$ cat src/rtl/fetch_prefetch_unit.sv
// Prefetching fetch stage: issues sequential instruction-memory requests under a
// credit limit, buffers responses with their PCs and hands them to decode.
module fetch_prefetch_unit #(
    parameter int unsigned             DATA_WIDTH = 32,
    parameter int unsigned             ADDR_WIDTH = 32,
    parameter int unsigned             DEPTH      = 4,
    parameter logic [ADDR_WIDTH-1:0]   RESET_PC   = '0
) (
    input  logic                  clk,
    input  logic                  rst,
    input  logic                  redirect_i,
    input  logic [ADDR_WIDTH-1:0] redirect_target_i,
    output logic                  imem_req_o,
    output logic [ADDR_WIDTH-1:0] imem_addr_o,
    input  logic                  imem_gnt_i,
    input  logic                  imem_rvalid_i,
    input  logic [DATA_WIDTH-1:0] imem_rdata_i,
    output logic                  instr_valid_o,
    output logic [DATA_WIDTH-1:0] instr_o,
    output logic [ADDR_WIDTH-1:0] instr_pc_o,
    input  logic                  instr_ready_i
);

    localparam int unsigned CW = $clog2(DEPTH + 1);
    localparam int unsigned PW = $clog2(DEPTH);

    typedef enum logic {
        RUN   = 1'b0,
        FLUSH = 1'b1
    } mode_t;

    logic [ADDR_WIDTH-1:0] fetch_pc, fetch_pc_n;
    logic [ADDR_WIDTH-1:0] ret_pc, ret_pc_n;
    logic [CW-1:0]         count, count_n;
    logic [CW-1:0]         outstanding, outstanding_n;
    logic [CW-1:0]         discard, discard_n;
    logic [PW-1:0]         wptr, wptr_n;
    logic [PW-1:0]         rptr, rptr_n;

    logic [DATA_WIDTH-1:0] fifo_instr [DEPTH];
    logic [ADDR_WIDTH-1:0] fifo_pc    [DEPTH];

    mode_t                 mode;
    logic [ADDR_WIDTH-1:0] target;
    logic [CW:0]           credit_used;
    logic                  grant;
    logic                  push;
    logic                  pop;

    // Low target bits are masked rather than sliced so every input bit stays in use.
    assign target      = redirect_target_i & ~ADDR_WIDTH'(3);
    assign credit_used = {1'b0, outstanding} + {1'b0, count};

    always_comb begin
        mode = (discard == '0) ? RUN : FLUSH;
    end

    always_comb begin
        imem_req_o    = rst && !redirect_i && (credit_used < (CW + 1)'(DEPTH));
        imem_addr_o   = rst ? fetch_pc : RESET_PC;
        instr_valid_o = rst && (count != '0);
        instr_o       = fifo_instr[rptr];
        instr_pc_o    = fifo_pc[rptr];
        grant         = imem_req_o && imem_gnt_i;
        push          = imem_rvalid_i && !redirect_i && (mode == RUN);
        pop           = instr_valid_o && instr_ready_i && !redirect_i;
    end

    always_comb begin
        fetch_pc_n    = fetch_pc;
        ret_pc_n      = ret_pc;
        count_n       = count;
        wptr_n        = wptr;
        rptr_n        = rptr;
        outstanding_n = outstanding + CW'(grant) - CW'(imem_rvalid_i);
        discard_n     = discard;

        if (redirect_i) begin
            fetch_pc_n = target;
            ret_pc_n   = target;
            count_n    = '0;
            wptr_n     = '0;
            rptr_n     = '0;
            // Responses still owed after this cycle are all stale.
            discard_n  = outstanding - CW'(imem_rvalid_i);
        end else begin
            if (grant) begin
                fetch_pc_n = fetch_pc + ADDR_WIDTH'(4);
            end
            if (imem_rvalid_i && (mode == FLUSH)) begin
                discard_n = discard - CW'(1);
            end
            if (push) begin
                ret_pc_n = ret_pc + ADDR_WIDTH'(4);
                wptr_n   = wptr + PW'(1);
            end
            if (pop) begin
                rptr_n = rptr + PW'(1);
            end
            count_n = count + CW'(push) - CW'(pop);
        end
    end

    always_ff @(posedge clk) begin
        if (!rst) begin
            fetch_pc    <= RESET_PC;
            ret_pc      <= RESET_PC;
            count       <= '0;
            outstanding <= '0;
            discard     <= '0;
            wptr        <= '0;
            rptr        <= '0;
        end else begin
            fetch_pc    <= fetch_pc_n;
            ret_pc      <= ret_pc_n;
            count       <= count_n;
            outstanding <= outstanding_n;
            discard     <= discard_n;
            wptr        <= wptr_n;
            rptr        <= rptr_n;
        end
    end

    always_ff @(posedge clk) begin
        if (rst && push) begin
            fifo_instr[wptr] <= imem_rdata_i;
            fifo_pc[wptr]    <= ret_pc;
        end
    end

endmodule

$ cat config.mk
export PLATFORM = sky130hd
export DESIGN_NAME = fetch_prefetch_unit
export DESIGN_NICKNAME = d
export VERILOG_FILES = /design/src/rtl/fetch_prefetch_unit.sv
export SDC_FILE = /design/constraint.sdc
export NUM_CORES = 1
export LEC_CHECK = 0
export CAP_MARGIN = 20
export CORE_MARGIN = 2
export CORE_UTILIZATION = 60
export DETAILED_ROUTE_END_ITERATION = 16
export PLACE_DENSITY = 0.85
export SLEW_MARGIN = 20
export SYNTH_ARGS = -nofsm -noshare
export SYNTH_HDL_FRONTEND = slang
export SYNTH_SLANG_ARGS = --single-unit
$ cat constraint.sdc
create_clock -name clk -period 11.6 [get_ports clk]
set_clock_uncertainty 0.15 [all_clocks]
set_input_delay 2.9 -clock clk [delete_from_list [all_inputs] [get_ports clk]]
set_output_delay 2.9 -clock clk [all_outputs]
set_load 0.01 [all_outputs]
==> results.md <==
* Cell count of the worst reg-to-reg path at 12
* First-pass GRT wire length at approximately 45,000 microns
* Minimum clock period at 7.969 ns
* Clock Latency Late Sink at about 0.56 ns
* Routability congestion estimate at 0.8142
* R2R Setup Slk at between 8 and 9 ns
* Die H at between 150 and 200 microns
* Relative slew slack at 38.25%
* Top-Level Pins at 168
* Antenna violations before repair at 0
* Yosys warning count at 0
* Finished Cell Area at approximately 0.016 sq mm
* Drt pass-1 iters at 5
* Worst setup SP type: primary input
* PnR worst setup slack at between 3 and 4 ns
* RSZ-0062 raised after global routing: false
* Final worst path period share at between 60 and 70%
* CTS Sinks at ~320
* Number of global-route vias before repair at ~8,100
* Largest net degree at the start of global routing at 66
* Post-CTS Setup Bufs at 0
* Start of the worst register-to-register path: outstanding[2]
* Power Dens Cells at approximately 160 mW/mm^2
* Post-synth ARST share at 0%
* Die width at 152.8 microns
* Total Neg Setup Slack at 0 ns
* NumNets Final at about 1,100
* Worst r2r dst: outstanding[2]
* DRT antenna net count at 0
* Core area at 0.02176 sq mm
* Post-CTS Resized at 0
* FP Rows at 54
* LEAKAGE at about 5.4 nW
* Endpoints failing hold at 0
* Setup crit end: imem_addr_o[21]
* Final setup fails at 0
* Netlist Area Pre-Place at 0.01329 sq mm
* Hold path depth at 2
* Drt wl/cell at roughly 21 microns
* Yosys reg bits at about 320
* Syn avg cell area at about 15 sq um
* Layout overhead on the synthesized area at 22.32%
* Library cells used by synthesis at 60
* Total of max-cap violations at 0
* Hold wc startpoint: wptr[1]
* VDD IR max at around 0.000095 V
* N_diodes at 0
* CTS Hold Bufs at 0
* Post-Route WL at roughly 29,000 microns
* Ys flop type: edfxtp_1
* Final Max Tran Viols at 0
* Crit path DAT at 4.92 ns
* CP Capture Type: output pin
* H-tree depth at 1
* Clock slew at reported path FFs at 0.06 ns
* Share of cells above drive strength 1 at ~14%
* HP Class: reg2reg
* Final HPWL DP at ~17,000 microns
* PortBufs at around 160
* Placed Area at 0.01515 sq mm
* Global route overflow at 0
* Num CTS Buffers at 31
* Vias per cell at a little over 6
* Initial core utilization at slightly above 60%
* Total track usage at approximately 24%
* Crit. Startpoint: rst
* Worst Tran Pin Value at approximately 0.93 ns
* Crit Path Category: in2out
* CTS tree: done
* Iter 0 DRT Violations at between 600 and 700
* Setup WS pre-CTS at between 3 and 4 ns
* Synth Instances at between 800 and 900
* Die footprint at approximately 0.023 sq mm
* Clk root buf: clkbuf_16
* Final core occ at around 75%
* CP max FO at between 60 and 70
* Post-synth EDFFs at ~250
* CTS max path bufs at 3
* Seq/Total Area, Yosys at 67.32%
* WP data required at around 8.6 ns
* DRC viols at 0
* Via count at slightly above 8,000
* F_max at approximately 130 MHz
* Status: complete, no violations
-- sequential cells by signal, summed over array words and instances, names as in the netlist, named ones only --
name,count
count,3
discard,3
fetch_pc,30
fifo_instr,128
fifo_pc,120
outstanding,3
ret_pc,30
rptr,2
wptr,2
-- Yosys cell counts (2+ instances only) --
library cell | n | area, sq um
o211ai_1 | 4 | 30.03
nor3_2 | 2 | 20.02
o31ai_1 | 2 | 15.01
buf_2 | 8 | 40.04
a31oi_1 | 28 | 175.2
nor4_4 | 2 | 42.54
and2_1 | 38 | 237.7
or3_1 | 9 | 56.30
inv_1 | 19 | 71.32
a41oi_1 | 3 | 26.28
fa_1 | 2 | 40.04
nand2_1 | 57 | 214.0
xor2_1 | 22 | 192.7
a211o_1 | 2 | 17.52
edfxtp_1 | 248 | 7447
nand4b_1 | 3 | 26.28
a21oi_1 | 34 | 170.2
o21a_1 | 2 | 15.01
nand3b_1 | 2 | 15.01
or4_1 | 3 | 22.52
mux4_2 | 62 | 1396
ha_1 | 16 | 200.2
nor2_1 | 30 | 112.6
nand3_1 | 20 | 100.1
buf_4 | 4 | 30.03
nand4_1 | 23 | 143.9
o31a_1 | 2 | 17.52
and3_1 | 20 | 125.1
and4_1 | 2 | 17.52
o21ai_0 | 43 | 215.2
nor3_1 | 9 | 45.04
xnor2_1 | 13 | 113.9
buf_1 | 5 | 18.77
dfxtp_1 | 75 | 1501
clkbuf_1 | 33 | 123.9
mux2_2 | 3 | 33.78
a211oi_1 | 4 | 30.03
-- cell families (layout without fill, tap and decap cells) --
kind of cell               count (synthesis)  in the layout  share of synthesized area [%]
muxes                                     66             66                          10.83
and+or+nand+nor                          230            230                          9.554
AOI/OAI and AO/OA                        134            134                          5.987
other                                      1              4                        0.02821
DFF                                      323            323                          67.32
adders and majority gates                 18             18                          1.807
buffers and inverters                     70            252                          2.165
xor gates and xnor gates                  35             35                          2.306
-- cell type report --
cell class / count / area [sq um]
sequential: 323 / 8954
fill: 1292 / 5497
multi-input combinational: 487 / 4073
timing repair buffer: 174 / 1709
clock buffer: 42 / 924.6
tap: 280 / 350.3
clock inverter: 16 / 173.9
inverter: 20 / 75.07
-- worst min-delay path by stage --
stage	endpoint	slack [ns]
floorplan	fetch_pc[31]	0.30
global route	wptr[1]	0.39
finish	wptr[1]	0.36
global placement	wptr[1]	0.33
detailed placement	fetch_pc[31]	0.34
CTS	wptr[1]	0.36
-- report_power, final --
group          switching (mW)  internal (mW)  leakage [nW]
Sequential             0.0338           1.28          2.87
Clock                   0.427          0.628         0.535
Combinational          0.0872         0.0875          1.97
-- routing by layer --
layer  GRT usage, %  share of wire, %  up-vias
met5              0                 0        -
met4          5.071               1.2        0
met3          3.771               7.6       25
met2          39.18                49      375
met1          36.19                42     4066
li1               -                 -     3705
-- critical path, cell delays in order --
cell	delay [ns]
clkdlybuf4s50_1	0.45
buf_4	0.41
clkinv_1	0.12
buf_4	0.27
nor2_1	0.17
clkdlybuf4s50_1	0.55
-- placed cells by master, fill, tap and decap left out, types with 19 or more instances in the layout --
| master | instances |
|---|---|
| dfxtp_1 | 73 |
| a31oi_1 | 28 |
| xor2_1 | 22 |
| and2_1 | 38 |
| edfxtp_1 | 248 |
| inv_1 | 19 |
| a21oi_1 | 34 |
| nor2_1 | 30 |
| mux4_2 | 62 |
| nand2_1 | 57 |
| o21ai_0 | 43 |
| clkdlybuf4s50_1 | 161 |
| nand3_1 | 20 |
| clkbuf_16 | 34 |
| nand4_1 | 23 |
-- stage by stage --
step / cells / power, mW / hold slack, ns
floorplan: 880 / 1.421 / 0.3013
global placement: 1283 / 1.498 / 0.3300
detailed placement: 1283 / 1.506 / 0.3442
CTS: 1341 / 2.553 / 0.3554
global route: 1342 / 2.621 / 0.3902
finish: 1342 / 2.540 / 0.3583
Power figures use the tool's default switching activity.
